[src/rtl/fetch_pkg.sv]
// Shared fetch-side definitions: default widths, the queue entry layout and
// the NOP word decode inserts as a bubble.
package fetch_pkg;

    localparam int FETCH_ADDRESS_BITS = 16;
    localparam int FETCH_DATA_WIDTH   = 32;
    localparam int FETCH_QUEUE_DEPTH  = 4;

    // addi x0, x0, 0
    localparam logic [FETCH_DATA_WIDTH-1:0] NOP_INSTR = 32'h0000_0013;

    typedef struct packed {
        logic [FETCH_ADDRESS_BITS-1:0] pc;
        logic [FETCH_DATA_WIDTH-1:0]   instr;
        logic                          misaligned;
    } fetch_entry_t;

    function automatic logic is_misaligned(input logic [FETCH_ADDRESS_BITS-1:0] pc);
        return |pc[1:0];
    endfunction

endpackage

[src/rtl/fetch_queue_if.sv]
// Handshake bundle between fetch, the fetch queue and decode. The master side
// is the surrounding pipeline; the slave side is the queue itself.
interface fetch_queue_if
    import fetch_pkg::*;
#(
    parameter int ADDRESS_BITS = FETCH_ADDRESS_BITS,
    parameter int DATA_WIDTH   = FETCH_DATA_WIDTH,
    parameter int DEPTH        = FETCH_QUEUE_DEPTH
);
    localparam int LEVEL_BITS = $clog2(DEPTH) + 1;

    logic                    flush;
    logic                    in_valid;
    logic                    in_ready;
    logic [ADDRESS_BITS-1:0] in_pc;
    logic [DATA_WIDTH-1:0]   in_instr;
    logic                    out_valid;
    logic                    out_ready;
    logic [ADDRESS_BITS-1:0] out_pc;
    logic [DATA_WIDTH-1:0]   out_instr;
    logic                    out_misaligned;
    logic [LEVEL_BITS-1:0]   level;

    modport master (
        output flush, in_valid, in_pc, in_instr, out_ready,
        input  in_ready, out_valid, out_pc, out_instr, out_misaligned, level
    );

    modport slave (
        input  flush, in_valid, in_pc, in_instr, out_ready,
        output in_ready, out_valid, out_pc, out_instr, out_misaligned, level
    );

endinterface

[src/rtl/fetch_queue.sv]
// DEPTH-entry FIFO of (pc, instr, misaligned) between fetch and decode, with
// valid/ready on both sides and a single-cycle flush on redirect.
module fetch_queue
    import fetch_pkg::*;
#(
    parameter int ADDRESS_BITS = FETCH_ADDRESS_BITS,
    parameter int DATA_WIDTH   = FETCH_DATA_WIDTH,
    parameter int DEPTH        = FETCH_QUEUE_DEPTH
) (
    input logic          clock,
    input logic          reset,
    fetch_queue_if.slave bus
);
    localparam int PTR_BITS   = $clog2(DEPTH);
    localparam int LEVEL_BITS = PTR_BITS + 1;

    localparam logic [PTR_BITS-1:0]   PTR_ONE   = PTR_BITS'(1);
    localparam logic [LEVEL_BITS-1:0] LEVEL_ONE = LEVEL_BITS'(1);
    localparam logic [LEVEL_BITS-1:0] LEVEL_MAX = LEVEL_BITS'(DEPTH);

    typedef struct packed {
        logic [ADDRESS_BITS-1:0] pc;
        logic [DATA_WIDTH-1:0]   instr;
        logic                    misaligned;
    } entry_t;

    entry_t                mem [DEPTH];
    logic [PTR_BITS-1:0]   rd_ptr;
    logic [PTR_BITS-1:0]   wr_ptr;
    logic [LEVEL_BITS-1:0] count;
    logic [LEVEL_BITS-1:0] count_next;
    logic                  full;
    logic                  empty;
    logic                  push;
    logic                  pop;
    entry_t                in_entry;

    // Handshake flags come from registered state only, so out_ready never
    // reaches in_ready combinationally: a full queue refuses even while popping.
    assign full  = (count == LEVEL_MAX);
    assign empty = (count == '0);
    assign push  = bus.in_valid & ~full;
    assign pop   = ~empty & bus.out_ready;

    assign in_entry.pc         = bus.in_pc;
    assign in_entry.instr      = bus.in_instr;
    assign in_entry.misaligned = |bus.in_pc[1:0];

    always_comb begin
        count_next = count;
        unique case ({push, pop})
            2'b10:   count_next = count + LEVEL_ONE;
            2'b01:   count_next = count - LEVEL_ONE;
            default: count_next = count;
        endcase
    end

    // NOTE: state updates use non-blocking assignments so every register in
    // this block samples the pre-edge values of its neighbours.
    always_ff @(posedge clock or negedge reset) begin
        if (!reset) begin
            rd_ptr <= '0;
            wr_ptr <= '0;
            count  <= '0;
            // NOTE: the array is reset too, because the head entry is visible on
            // out_* even when empty and must read as zero straight out of reset.
            for (int i = 0; i < DEPTH; i++) begin
                mem[i] <= '0;
            end
        end else if (bus.flush) begin
            rd_ptr <= '0;
            wr_ptr <= '0;
            count  <= '0;
        end else begin
            if (push) begin
                mem[wr_ptr] <= in_entry;
                wr_ptr      <= wr_ptr + PTR_ONE;
            end
            if (pop) begin
                rd_ptr <= rd_ptr + PTR_ONE;
            end
            count <= count_next;
        end
    end

    assign bus.in_ready       = ~full;
    assign bus.out_valid      = ~empty;
    assign bus.level          = count;
    assign bus.out_pc         = mem[rd_ptr].pc;
    assign bus.out_instr      = mem[rd_ptr].instr;
    assign bus.out_misaligned = mem[rd_ptr].misaligned;

endmodule

[src/flat_wrapper.sv]
// flat-port wrapper written by rule: the top's interface ports become plain ports
module fetch_queue_flat import fetch_pkg::*;
#(
    parameter int ADDRESS_BITS = FETCH_ADDRESS_BITS,
    parameter int DATA_WIDTH   = FETCH_DATA_WIDTH,
    parameter int DEPTH        = FETCH_QUEUE_DEPTH
)
  (clock, reset, bus_flush, bus_in_valid, bus_in_pc, bus_in_instr, bus_out_ready, bus_in_ready, bus_out_valid, bus_out_pc, bus_out_instr, bus_out_misaligned, bus_level);
  fetch_queue_if #(.ADDRESS_BITS(ADDRESS_BITS), .DATA_WIDTH(DATA_WIDTH), .DEPTH(DEPTH)) bus_i ();
  input logic clock;
  input logic reset;
  input wire logic [$bits(bus_i.flush)-1:0] bus_flush;
  input wire logic [$bits(bus_i.in_valid)-1:0] bus_in_valid;
  input wire logic [$bits(bus_i.in_pc)-1:0] bus_in_pc;
  input wire logic [$bits(bus_i.in_instr)-1:0] bus_in_instr;
  input wire logic [$bits(bus_i.out_ready)-1:0] bus_out_ready;
  output wire logic [$bits(bus_i.in_ready)-1:0] bus_in_ready;
  output wire logic [$bits(bus_i.out_valid)-1:0] bus_out_valid;
  output wire logic [$bits(bus_i.out_pc)-1:0] bus_out_pc;
  output wire logic [$bits(bus_i.out_instr)-1:0] bus_out_instr;
  output wire logic [$bits(bus_i.out_misaligned)-1:0] bus_out_misaligned;
  output wire logic [$bits(bus_i.level)-1:0] bus_level;
  assign bus_i.flush = bus_flush;
  assign bus_i.in_valid = bus_in_valid;
  assign bus_i.in_pc = bus_in_pc;
  assign bus_i.in_instr = bus_in_instr;
  assign bus_i.out_ready = bus_out_ready;
  assign bus_in_ready = bus_i.in_ready;
  assign bus_out_valid = bus_i.out_valid;
  assign bus_out_pc = bus_i.out_pc;
  assign bus_out_instr = bus_i.out_instr;
  assign bus_out_misaligned = bus_i.out_misaligned;
  assign bus_level = bus_i.level;
  fetch_queue #(.ADDRESS_BITS(ADDRESS_BITS), .DATA_WIDTH(DATA_WIDTH), .DEPTH(DEPTH)) u_core (.clock(clock), .reset(reset), .bus(bus_i));
endmodule
[config.mk]
export PLATFORM = sky130hd
export DESIGN_NAME = fetch_queue_flat
export DESIGN_NICKNAME = d
export VERILOG_FILES = /design/src/rtl/fetch_pkg.sv /design/src/rtl/fetch_queue_if.sv /design/src/rtl/fetch_queue.sv /design/src/flat_wrapper.sv
export SDC_FILE = /design/constraint.sdc
export NUM_CORES = 1
export LEC_CHECK = 0
export CAP_MARGIN = 30
export CORE_ASPECT_RATIO = 1.75
export CORE_MARGIN = 2
export CORE_UTILIZATION = 50
export DETAILED_ROUTE_END_ITERATION = 7
export PLACE_DENSITY = 0.75
export RECOVER_POWER = 50
export SKIP_LAST_GASP = 1
export SLEW_MARGIN = 15
export SYNTH_ARGS = -nofsm -noshare
export SYNTH_HDL_FRONTEND = slang
export SYNTH_SLANG_ARGS = --single-unit
[constraint.sdc]
create_clock -name clock -period 2.6 [get_ports clock]
set_input_delay 0.52 -clock clock [delete_from_list [all_inputs] [get_ports clock]]
set_output_delay 0.52 -clock clock [all_outputs]
set_load 0.05 [all_outputs]
* After elaboration in Yosys (flattened, before gate mapping)
Cells that the tools add are included.
** Cells by class
- Order comparisons :: 3
- Mux-type cells :: 12
- Eq/ne operators :: 3
- Reductions and logical operators :: 7
- Add/subtract/negate cells :: 4
- Bitwise operators :: 7
** Operators with widths (number)
- $bwmux W196 :: 1
- $mux W49 :: 3
- $bmux W49 S2 :: 1
- $demux W49 S2 :: 1
- $mux W2 :: 4
- $ge A3 B3 Y1 const B :: 2
- $not A2 Y3 :: 2
- $pmux W3 S2 :: 1
- $add A2 B1 Y2 const B :: 2
- $reduce_bool A2 Y1 :: 2
- $add A3 B1 Y3 const B :: 1
- $eq A3 B3 Y1 const B :: 1
- $logic_not A3 Y1 :: 1
- $lt A3 B1 Y1 const B :: 1
- $mux W3 :: 1
- $not A1 Y1 :: 3
- $reduce_bool A3 Y1 :: 1
- $sub A3 B1 Y3 const B :: 1
- $and A1 B1 Y1 :: 2
- $eq A2 B1 Y1 const B :: 1
- $eq A2 B2 Y1 const B :: 1
- $reduce_and A2 Y1 :: 1
- $reduce_or A2 Y1 :: 1
- $logic_and A1 B1 Y1 :: 1
** Word-level totals
- Output and inout bits :: 54
- Register bits :: 203
- Input port bits :: 53

* Depth between registers and ports, before layout
Gate-level depths: netlist of the first run.
- Word-level depth :: 6
- Mapped depth :: 7

* Worst setup path before layout of the first run
Ideal clock, no wire load.
- Kind :: reg2reg
- From :: reg u_core.count[0] (netlist: u_core.bus.level[0])
- To :: reg u_core.count[1] (netlist: u_core.bus.level[1])
- Buffers on the path :: 1
- Required time :: 2.499 ns
- Library setup time :: 0.101 ns
- Stages on the path, launching flop included :: 7
- Setup slack :: 0.466 ns
- Period minus slack after synthesis :: 2.134 ns
- Arrival time :: 2.033 ns
- Cell sequence :: dfrtp_1 buf_2 o31ai_1 a21oi_1 fa_1 a31oi_1 nor4_1
** On the way
- Cells in the longest elaborated chain, start to end :: 6
** Ends and longest elaborated chain
- from (decl) :: line fetch_queue.sv:30 : logic [LEVEL_BITS-1:0] count;
- from (signal assigned) :: line fetch_queue.sv:82 : count <= count_next;
- $eq A3 B3 Y1 or $logic_not A3 Y1 (tied branches) :: line fetch_queue.sv:40, fetch_queue.sv:41
- $not A1 Y1, on equally long branches :: line fetch_queue.sv:42, fetch_queue.sv:43
- $and A1 B1 Y1, on equally long branches :: line fetch_queue.sv:42, fetch_queue.sv:43
- $eq A2 B1 Y1 or $eq A2 B2 Y1 (tied branches) :: line fetch_queue.sv:51 : unique case ({push, pop})
- $pmux W3 S2 :: line fetch_queue.sv:51
- $mux W3 :: line fetch_queue.sv:70 : end else if (bus.flush) begin
Several ways; a longest one is shown, not always the timed one.
A chain may end at the register's enable or synchronous reset.

* Worst setup path after layout of the first run
- From :: reg u_core.rd_ptr[0]
- To :: out bus_out_misaligned
** On the way
- Cells in the longest elaborated chain, start to end :: 4
** Ends and longest elaborated chain
- from (decl) :: line fetch_queue.sv:28 : logic [PTR_BITS-1:0] rd_ptr;
- from (signal assigned) :: line fetch_queue.sv:80 : rd_ptr <= rd_ptr + PTR_ONE;
- $not A2 Y3 (not written as such) :: line fetch_queue.sv:91 : assign bus.out_misaligned = mem[rd_ptr].misaligned;
- $bmux W49 S2 :: line fetch_queue.sv:91
- $mux W49 (2 in a row)
- to (decl) :: line flat_wrapper.sv:21 : output wire logic [$bits(bus_i.out_misaligned)-1:0] bus_out_misaligned;
No other way between the ends. The select of a mux whose other input is x is not followed.

==> out/results.tsv, run 1 <==
metric	value	unit
status	finished with violations	
violations in the final reports	max-capacitance violations, max-slew violations	
first-pass GRT wire length	31.2	mm
Gate Count Post-Synth	540	
Skew-Pair Late Insertion Delay	0.49	ns
DIE AREA	19600	um2
crit path DAT	2.02	ns
Setup crit end kind	output port	
ant diodes	0	
leading area contributor after synthesis	dfrtp_1	
Max Buffers Root-to-Sink	3	
I/O Buffers	106	
Critical Path Max Stage Delay	0.58	ns
register area share after synthesis	0.550	
Period Utilization, post-route	0.978	
Max Freq	393	MHz
Nets	715	
Pins Over Slew Limit	81	
Placed Area	10500	um2
Die X	107	um
DR vias/cell	5.65	
max-cap viol count	1	
Post-DP HPWL	12.3	mm
Cell Rows	65	
Post-Route Setup TNS	0	ns
P&R area growth vs syn	20.0	%
TritonRoute pass-1 iters	4	
total core area	18100	um2
Root Driver	clkbuf_16	
Hold Crit Class	flop to flop	
Clock Skew	0.00865	ns
#FFs+latches synth	203	
Ys Warns	0	
H-tree Lvls	1	
design area	11100	um2
Yosys top cell area share	0.550	
Unique masters post-synth	38	
worst-path cell chain	buf_12, mux4_2, buf_4	
# clock sinks	203	
Min Clock Period, post-route	2.54	ns
Max stage delay cell, worst path	mux4_2	
antenna violations before repair	0	
hold_buf cts	0	
Syn Area/Cell	17.1	um2
worst path bufs/invs	2	
hold slack	0.498	ns
Top Ports	107	
largest net degree at the start of global routing	82	
total global-route track usage	0.204	
DR WL/cell	21.2	um
number of buffers created by CTS	20	
Worst Max-Slew Pin Slew	2.05	ns
Die H	184	um
DRC viols	0	
Initial Util	0.512	
Max FO, Critical Path	10	
DR vias	5107	
GP Congestion	0.730	
vias in the first global route	5952	
clk slew on worst S/H paths	0.06	ns
startpoint types	flop	
CP Class	flop to output port	
Max-slew headroom	-0.368	
Max rail drop VDD	0.672	mV
Post-Syn Area	9240	um2
leakage	0.00501	uW
most area-consuming cells after synthesis	dfrtp_1, mux2_2, mux4_2	
CP Data Required Time	2.08	ns
grt total ovfl	0	
PwrDens	1120	nW/um2
Post-Route WL	19.2	mm
Top delay family on crit path	multiplexers	
ANT nets after route	0	
syn_nets	598	
final setup violation count	0	
fraction of layout cells with a size suffix above 1	0.533	
CTS tree	built	
DRT iter0 DRCs	268	
Final Hold Violating Endpoints	0	
[registers in the layout (all words and copies together) (netlist names)]
| name | count |
|---|---|
| u_core.bus.level | 3 |
| u_core.mem | 196 |
| u_core.rd_ptr | 2 |
| u_core.wr_ptr | 2 |
[metal layers]
metal  GRT usage  wire length (um)  up-vias
met1       0.248              7490     2741
met2       0.370             10500       95
li1            -                 -     2240
met4      0.0675               505        0
met5           0                 0        -
met3      0.0287               700       31
[kinds of logic (layout without fill, tap and decap cells)]
kind of cell,count (synthesis),after routing,synth area share
compound gates,17,17,0.0116
xor+xnor,3,3,0.00284
fa+ha+maj,5,5,0.00758
buf+inv,42,172,0.0340
flops,203,203,0.550
mux,245,245,0.375
simple gates,25,25,0.0196
[path summary, 6_finish.rpt]
| path | start | endpoint | slack (ns) | depth (start not counted) |
|---|---|---|---|---|
| worst max-delay path | u_core.rd_ptr[0] | bus_out_misaligned | 0.06 | 3 |
| worst min-delay path | u_core.mem[82] | u_core.mem[82] | 0.50 | 1 |
| worst max register to register | u_core.bus.level[2] | u_core.mem[189] | 0.38 | 5 |
| worst min register to register | u_core.mem[82] | u_core.mem[82] | 0.50 | 1 |
| max in group asynchronous | reset | u_core.mem[93] | 0.46 | 2 |
| min in group asynchronous | reset | u_core.mem[124] | 0.62 | 1 |
[power by group]
group / internal [uW] / switching, uW
registers: 4290 / 629
logic: 2290 / 2490
clock network: 1600 / 1170
[cell type report]
cell class / count / area (um2)
fill: 1406 / 6970
sequential: 203 / 5080
multi-input combinational: 295 / 3820
timing repair buffer: 132 / 1230
clock buffer: 30 / 599
tap: 234 / 293
clock inverter: 5 / 33.8
inverter: 5 / 18.8
[placed cells by master, fill, tap and decap left out, types with 5 or more instances in the layout]
| cell | synthesis | routed |
|---|---|---|
| dfrtp_1 | 203 | 201 |
| clkbuf_16 | 0 | 22 |
| mux2_2 | 156 | 156 |
| nand3_1 | 3 | 5 |
| buf_12 | 4 | 8 |
| mux2_4 | 40 | 37 |
| buf_4 | 12 | 58 |
| mux4_2 | 49 | 49 |
| clkbuf_1 | 8 | 5 |
| clkdlybuf4s50_1 | 0 | 52 |
| nand2b_1 | 5 | 5 |
| a21oi_1 | 6 | 6 |
| clkbuf_2 | 0 | 7 |
[cell usage after synthesis]
library cell,number
a2111oi_0,1
a211oi_1,1
a21oi_1,6
a221oi_1,1
a311oi_1,1
a31oi_1,1
and2_1,1
and2b_2,1
buf_1,1
buf_12,4
buf_2,7
buf_4,12
buf_6,5
clkbuf_1,8
dfrtp_1,203
fa_1,1
ha_1,4
inv_1,4
inv_2,1
mux2_2,156
mux2_4,40
mux4_2,49
nand2b_1,5
nand3_1,3
nand3_2,4
nand3b_1,2
nor2_1,2
nor3b_1,1
nor3b_4,1
nor4_1,1
o21ai_0,3
o22ai_1,1
o311ai_0,1
o31ai_1,1
or2_2,2
or3_1,2
xnor2_1,1
xor2_1,2
[timing repair]
item                                    4_1_cts  5_1_grt
buffers inserted                              0        3
endpoints found under the setup margin        9       31
hold endpoints to repair                      0        0
resized for setup                             2        2
gates cloned                                  0        1
[through the flow]
stage	cells	setup slack, ns	total power (uW)	utilization
after floorplan	540	0.466	8430	-
after global placement	865	0.398	9550	0.581
after detailed placement	865	0.368	9770	0.581
after CTS	900	-0.0500	12600	0.616
after global routing	904	-0.000626	13100	0.614
final	904	0.0574	12500	0.614
Power figures use the tool's default switching activity.
==> run 2: changes to the inputs <==
Settings changed: MAX_ROUTING_LAYER set to met4.
==> out/results.tsv, run 2 (same netlist as run 1, synthesis figures left out) <==
metric	value	unit	change
Max rail drop VDD	0.671	mV	was 0.672 mV
violations in the final reports	max-capacitance violations, max-slew violations		unchanged
CP Class	flop to output port		unchanged
Setup crit end kind	output port		unchanged
# clock sinks	203		unchanged
leakage	0.00501	uW	unchanged
Post-Route WL	19.1	mm	was 19.2 mm
Min Clock Period, post-route	2.54	ns	about the same
reg2reg setup slack	0.38	ns	about the same
hold slack	0.499	ns	was 0.498 ns
area of the multi-input gates	3820	um2	unchanged
CTS tree	built		unchanged
first-pass GRT wire length	31.2	mm	about the same
Period Utilization, post-route	0.978		about the same
Layout fillers	1406		unchanged
design area	11100	um2	unchanged
final setup violation count	0		unchanged
hold_sp	u_core.mem[82]		unchanged
Initial Util	0.512		unchanged
max reg flops	196		unchanged
grt total ovfl	0		unchanged
P&R area growth vs syn	20.0	%	unchanged
Hold Crit Class	flop to flop		unchanged
register area	5080	um2	unchanged
Root Driver	clkbuf_16		unchanged
CP Data Required Time	2.08	ns	about the same
Worst Max-Slew Pin Slew	2.02	ns	was 2.05 ns
status	finished with violations		unchanged
H-tree Lvls	1		unchanged
Worst Setup SP	u_core.rd_ptr[0]		unchanged
total core area	18100	um2	unchanged
Clock Skew	0.00761	ns	was 0.00865 ns
largest net degree at the start of global routing	82		unchanged
Top Ports	107		unchanged
worst-path cell chain	buf_12, mux4_2, buf_4		unchanged
Max Buffers Root-to-Sink	3		unchanged
Max Freq	393	MHz	about the same
Critical Path Max Stage Delay	0.55	ns	was 0.58 ns
Placed Area	10500	um2	unchanged
crit path DAT	2.02	ns	about the same
Post-DP HPWL	12.3	mm	unchanged
Max-slew headroom	-0.349		was -0.368
Pins Over Slew Limit	81		unchanged
Cell Rows	65		unchanged
number of buffers created by CTS	20		unchanged
Max stage delay cell, worst path	mux4_2		unchanged
DRC viols	0		unchanged
commonest cells after routing, fill and taps aside	dfrtp_1, mux2_2, buf_4		unchanged
Max FO, Critical Path	17		was 10
total global-route track usage	0.210		was 0.204
DR vias/cell	5.61		was 5.65
DR vias	5075		was 5107
DIE AREA	19600	um2	unchanged
DRT iter0 DRCs	216		was 268
ANT nets after route	0		unchanged
DR WL/cell	21.2	um	about the same
GP Congestion	0.739		was 0.730
Nets	715		unchanged
Final Hold Violating Endpoints	0		unchanged
reg2reg start	u_core.bus.level[2]		unchanged
I/O Buffers	106		unchanged
clk slew on worst S/H paths	0.06	ns	about the same
ant diodes	0		unchanged
Overall Power	12500	uW	about the same
startpoint types	flop		unchanged
PwrDens	1120	nW/um2	about the same
max-cap viol count	1		unchanged
Die X	107	um	unchanged
hold_buf cts	0		unchanged
TritonRoute pass-1 iters	4		unchanged
vias in the first global route	5942		was 5952
Die H	184	um	unchanged
antenna violations before repair	0		unchanged
most flop-heavy register	u_core.mem		unchanged
worst path bufs/invs	2		unchanged
fraction of layout cells with a size suffix above 1	0.533		unchanged
commonest non-fill, non-tap cell in the layout	dfrtp_1		unchanged
Top delay family on crit path	multiplexers		unchanged
Skew-Pair Late Insertion Delay	0.49	ns	about the same
[run 2: final cells by class]
class | instances | share of cell area
inverter | 5 | 0.00169
tap | 234 | 0.0264
multi-input combinational | 295 | 0.345
timing repair buffer | 132 | 0.111
clock inverter | 5 | 0.00305
sequential | 203 | 0.459
clock buffer | 30 | 0.0540
[run 2: timing repair]
| item | 4_1_cts | 5_1_grt |
|---|---|---|
| setup endpoints to repair | 9 | 31 |
| buffers inserted | 0 | 3 |
| gates cloned | 0 | 1 |
| gates resized for setup | 2 | 2 |
[run 2: final timing paths]
path | to | cells past startpoint
worst min register to register | u_core.mem[82] | 1
worst max-delay path | bus_out_instr[10] | 3
max in group asynchronous | u_core.mem[93] | 2
worst min-delay path | u_core.mem[82] | 1
min in group asynchronous | u_core.mem[124] | 1
worst max register to register | u_core.mem[188] | 5
[run 2: per-layer routing]
layer	wire length (um)	track usage	up-vias
met5	0	-	-
met4	490	0.0675	0
met3	589	0.0266	29
met2	10500	0.368	93
met1	7520	0.252	2721
li1	-	-	2232
[run 2: power breakdown]
part / switching, uW / leakage [uW] / internal [uW]
Clock: 1170 / 0.000311 / 1600
Combinational: 2490 / 0.00216 / 2290
Sequential: 629 / 0.00255 / 4290
[run 2: worst reg2reg max path: cells and delay by family (launching register included)]
| kind | cells | cell delay, ns |
|---|---|---|
| AND/OR/NAND/NOR | 2 | 0.49 |
| flip-flops | 1 | 0.55 |
| buffers and inverters | 2 | 0.65 |
| multiplexers | 1 | 0.42 |
[run 2: through the flow]
step,TNS (ns),instances,util,setup slack [ns]
6_report,0,904,0.614,0.0576
5_1_grt,-0.000774,904,0.614,-0.000626
4_1_cts,-0.127,900,0.616,-0.0500
3_5_place_dp,0,865,0.581,0.368
3_3_place_gp,0,865,0.581,0.398
2_1_floorplan,0,540,-,0.466
==> edit 1: new RTL, flow settings as in run 1 <==
`FETCH_DATA_WIDTH`: 32 -> 28.
--- a/src/rtl/fetch_pkg.sv
+++ b/src/rtl/fetch_pkg.sv
@@ -3,7 +3,7 @@
 package fetch_pkg;
 
     localparam int FETCH_ADDRESS_BITS = 16;
-    localparam int FETCH_DATA_WIDTH   = 32;
+    localparam int FETCH_DATA_WIDTH   = 28;
     localparam int FETCH_QUEUE_DEPTH  = 4;
 
     // addi x0, x0, 0
Ports: changed (resized bus_in_instr and bus_out_instr); port bits go from 107 to 99. The function was not compared with the original's and may differ.
==> edit 1 against run 1 <==
- wire length decreased by 6.6%
- final cell count is 6.0% lower
- final area down 6.7%
- synthesized area down 6.8%
- global-route usage increased by 0.80 points
- sequential cell count fell by 16
- setup slack better by 83 ps
- total power down 5.9%
- highest routed layer unchanged
==> edit 1: results (changes against run 1) <==
grt_max_degree: 73  # -11%
synth_cells: 499  # -7.6%
wl_per_cell_um: 21.1  # -0.64%
cp_top_family: "buffers and inverters"
largest_reg_flops: 180  # -8.2%
p_leak_nw: 4.63  # -7.6%
slew_headroom_pct: 21.3  # +58 points
wl_met2_mm: 9.91  # -5.2%
grt_pass1_wl_mm: 29.3  # -6.1%
antenna_found_initial: 0  # unchanged
cpMaxStageDelayCell: "clkdlybuf4s50_1"
hold_class: "input pin to asynchronous set/reset pin"
hpwl_mm: 11.6  # -5.3%
worstSkewPairLatency_ps: 430  # -60 ps
status: "finished, final reports clean"
worst-path-max-fanout: 12  # +2
p_sw_mw: 4.02  # -6.2%
drv_slew: 0  # -100%
drt_wl_total_mm: 17.9  # -6.6%
cts-buffers-inserted: 17  # -15%
ys_warn_count: 0  # unchanged
place_area_mm2: 0.00974  # -7.1%
m1WireLength_mm: 7.05  # -5.9%
clockBufferDepth: 2  # -1
place_inst: 814  # -5.9%
place_ws_ps: 185  # -183 ps
drt_iter0_drc: 178  # -34%
vdd_drop_max_uv: 507  # -25%
final_nets: 664  # -7.1%
arrival_ps: 1940  # -80 ps
grt_usage_pct: 21.2  # +0.80 points
syn-num-nets: 553  # -7.5%
grt_pass1_vias: 5485  # -7.8%
seq_area_frac_synth_pct: 54.3  # -0.66 points
yosys-top-cells-area: "dfrtp_1 (54%), mux2_2 (16%), mux4_2 (12%)"
finClkSkew_ps: 6.44  # -2.20 ps
final_layout_size_suffix_gt1_share_pct: 50.1  # -3.2 points
dr_wl_met3_um: 639  # -8.7%
portBuffers: 98  # -7.5%
gp_congestion: 0.716  # -2.0%
htreeDepth: 4  # +3
yosys-top-cells-count: "dfrtp_1 (187), mux2_2 (125), mux4_2 (45), mux2_4 (40), mux2_1 (15)"
vias: 4812  # -5.8%
slowest_delay_ps: 890  # +310 ps
edit 1: cell types whose count changed in the layout (fill, tap and decap cells not counted), sizes merged, moves of 4 or more:
cell	before	now
bufinv	0	5
clkbuf	39	24
dfrtp	203	187
inv	6	11
mux2	196	180
mux4	49	45
edit 1: power groups by stage:
stage / combinational [mW] / sequential (mW) / clock (mW)
final: 4.32 / 4.53 / 2.88
after global routing: 4.56 / 4.65 / 3.07
after CTS: 4.42 / 4.53 / 2.94
after detailed placement: 4.36 / 4.59 / 0
after global placement: 4.25 / 4.48 / 0
after floorplan: 3.37 / 4.34 / 0
edit 1: worst register-to-register path: stages, from the launching register on:
cell	delay [ps]
dfrtp_1	560
nor3b_4	330
inv_4	120
nand3_4	110
clkbuf_2	550
mux2_1	420
edit 1: per-stage QoR:
stage	utilization, %	power, mW	hold WS, ps
detailed placement	57.5	8.95	481
finish	61.1	11.7	321
CTS	61.5	11.9	24.5
global route	61.1	12.3	413
floorplan	-	7.71	224
global placement	57.5	8.73	467
edit 1: layout make-up:
type	instances	area [um^2]
Timing Repair Buffer	124	1130
Clock inverter	14	230
Tap cell	227	284
Sequential cell	187	4680
Fill cell	1302	6600
Multi-Input combinational cell	275	3570
Inverter	5	21.3
Clock buffer	18	429
edit 1: what timing repair did:
item	CTS	global route
resized for setup	2	1
hold endpoints to repair	0	0
buffers inserted	4	0
setup endpoints to repair	31	1
edit 1: per-layer routing:
layer | vias to the layer above | global-route usage [%]
met5 | - | 0
met4 | 0 | 6.09
met3 | 19 | 4.25
met2 | 100 | 37.3
met1 | 2605 | 26.1
li1 | 2088 | -
edit 1: path summary, 6_finish.rpt:
check / startpoint / to / slack [ps] / cells after the start
max reg2reg: u_core.bus.level[0]$_DFFE_PN0P_ / u_core.mem[25]$_DFFE_PN0P_ / 390 / 5
max in group asynchronous: reset / u_core.mem[101]$_DFFE_PN0P_ / 600 / 2
min reg2reg: u_core.mem[10]$_DFFE_PN0P_ / u_core.mem[10]$_DFFE_PN0P_ / 490 / 1
max: u_core.bus.level[1]$_DFFE_PN0P_ / bus_level[1] / 140 / 1
min: reset / u_core.mem[171]$_DFFE_PN0P_ / 320 / 1
min in group clock: u_core.mem[10]$_DFFE_PN0P_ / u_core.mem[10]$_DFFE_PN0P_ / 490 / 1
edit 1: kinds of logic (layout without fill, tap and decap cells):
group	count (synthesis)	after routing	synth area share [%]
compound gates	17	17	1.25
xor+xnor	3	3	0.305
fa+ha+maj	5	5	0.813
buf+inv	37	161	3.83
flops	187	187	54.3
mux	225	225	37.0
simple gates	25	25	2.45
==> edit 2: new RTL, settings of run 1 <==
Made on the original files. Reset style: synchronous (`reset`), changed in one clocked block.
--- a/src/rtl/fetch_queue.sv
+++ b/src/rtl/fetch_queue.sv
@@ -57,7 +57,7 @@
 
     // NOTE: state updates use non-blocking assignments so every register in
     // this block samples the pre-edge values of its neighbours.
-    always_ff @(posedge clock or negedge reset) begin
+    always_ff @(posedge clock) begin
         if (!reset) begin
             rd_ptr <= '0;
             wr_ptr <= '0;
Check against the original RTL: differs if reset is asserted again (counterexample within 4 cycles, from zero or initial values and one cycle with reset low); with reset held inactive, the same outputs for 4 cycles.
==> edit 2 against run 1 <==
- setup slack gained 110 ps
- global-route usage decreased by 0.33 points
- wire length down 4.4%
- sequential cell count grew 2
- maximum frequency is 4.7% higher
- hold slack improved by 54 ps
- final cell count decreased by 1.8%
- synthesized area shrank 4.0%
- final area shrank 2.7%
- critical path depth down 1
- utilization up 0.36 points
Power is not compared: it rests on default switching activity, and its combinational part moved more than twofold at a synthesized area within 25%.
==> edit 2: results (changes against run 1) <==
async_reset_ff_share_pct: 0  # -100 points
final_nets: 696  # -2.7%
cts-buffers-inserted: 18  # -10%
instances_no_fill: 888  # -1.8%
syn-num-nets: 582  # -2.7%
p_leak_nw: 3.86
place_area_mm2: 0.0103  # -1.9%
fill_cells: 1337  # -4.9%
worst-path-max-fanout: 7  # -3
synth_cell_type_count: 30  # -21%
grt_pass1_wl_mm: 29.1  # -6.7%
dr.pass1.iters: 4  # unchanged
synth_cells: 527  # -2.4%
grt_pass1_vias: 5481  # -7.9%
drt_wl_total_mm: 18.3  # -4.4%
gp_congestion: 0.740  # +1.3%
antenna_found_initial: 4  # +4
status: "finished, final reports clean"
grt_max_degree: 51  # -38%
slew_headroom_pct: 34.8  # +72 points
p_sw_mw: 1.60
dr_wl_met3_um: 759  # +8.4%
final_layout_size_suffix_gt1_share_pct: 23.7  # -30 points
finClkSkew_ps: 10.1  # +1.46 ps
yosys-top-cells-count: "edfxtp_1 (196), and2_1 (192), mux4_2 (49), clkbuf_1 (22), dfxtp_1 (9)"
drt_iter0_drc: 255  # -4.9%
grt_usage_pct: 20.1  # -0.33 points
yosys-top-cells-area: "edfxtp_1 (66%), and2_1 (14%), mux4_2 (12%)"
synth-edff-count: 196  # +196
place_ws_ps: 62.1  # -306 ps
seq_area_frac_synth_pct: 68.4  # +13 points
m1WireLength_mm: 6.86  # -8.4%
place_inst: 851  # -1.6%
hpwl_mm: 10.8  # -12%
vias: 4797  # -6.1%
wl_met2_mm: 9.98  # -4.6%
-- edit 2: path summary, 6_finish.rpt --
| path | start | endpoint | slack, ps | cells after the start |
|---|---|---|---|---|
| worst max-delay path | u_core.bus.level[2]$_SDFFE_PP0P_ | bus_out_valid | 170 | 2 |
| worst min-delay path | u_core.rd_ptr[0]$_SDFFE_PP0P_ | u_core.rd_ptr[0]$_SDFFE_PP0P_ | 550 | 2 |
| worst max register to register | u_core.bus.level[1]$_SDFFE_PP0P_ | u_core.bus.level[2]$_SDFFE_PP0P_ | 480 | 9 |
| worst min register to register | u_core.rd_ptr[0]$_SDFFE_PP0P_ | u_core.rd_ptr[0]$_SDFFE_PP0P_ | 550 | 2 |
-- edit 2: per-layer routing --
metal  track usage [%]  vias up
met5                 0        -
met4              8.85        0
met3              2.68       36
met2              37.0      133
met1              23.1     2453
li1                  -     2175
-- edit 2: final cells by class --
| type | count | area, um^2 | share of cell area (%) |
|---|---|---|---|
| well taps | 231 | 289 | 2.68 |
| clock inverters | 7 | 62.6 | 0.580 |
| multi-input cells | 285 | 2640 | 24.5 |
| clock buffers | 25 | 508 | 4.71 |
| diodes | 4 | 10.0 | 0.0928 |
| repair buffers | 126 | 1170 | 10.8 |
| flip-flops and latches | 205 | 6080 | 56.4 |
| inverters | 5 | 22.5 | 0.209 |
-- edit 2: logic make-up (layout without fill, tap and decap cells) --
family | count (synthesis) | after routing | synth area share, %
XOR/XNOR | 4 | 4 | 0.395
AND/OR/NAND/NOR | 221 | 221 | 15.9
flip-flops | 205 | 205 | 68.4
AO/OA/AOI/OAI | 9 | 9 | 0.649
other | 0 | 4 | 0
adder cells (fa/ha/maj) | 2 | 2 | 0.367
buffers and inverters | 37 | 163 | 1.90
multiplexers | 49 | 49 | 12.4
-- edit 2: power by group through the flow --
| stage | combinational (mW) | sequential [mW] | clock [mW] |
|---|---|---|---|
| floorplan | 0.420 | 3.88 | 0 |
| global placement | 0.704 | 3.88 | 0 |
| detailed placement | 0.719 | 3.89 | 0 |
| CTS | 0.726 | 3.82 | 2.63 |
| global route | 0.740 | 3.83 | 2.78 |
| finish | 0.700 | 3.82 | 2.60 |
-- edit 2: timing repair --
item,CTS,global route
endpoints found under the setup margin,14,0
setup buffers,1,0
hold buffers,0,0
gates resized for setup,0,0
endpoints found under the hold margin,0,0
-- edit 2: critical path: stages (launching register included) --
cell and delay, ps:
dfxtp_4 360, or3_1 360, clkdlybuf4s50_1 710
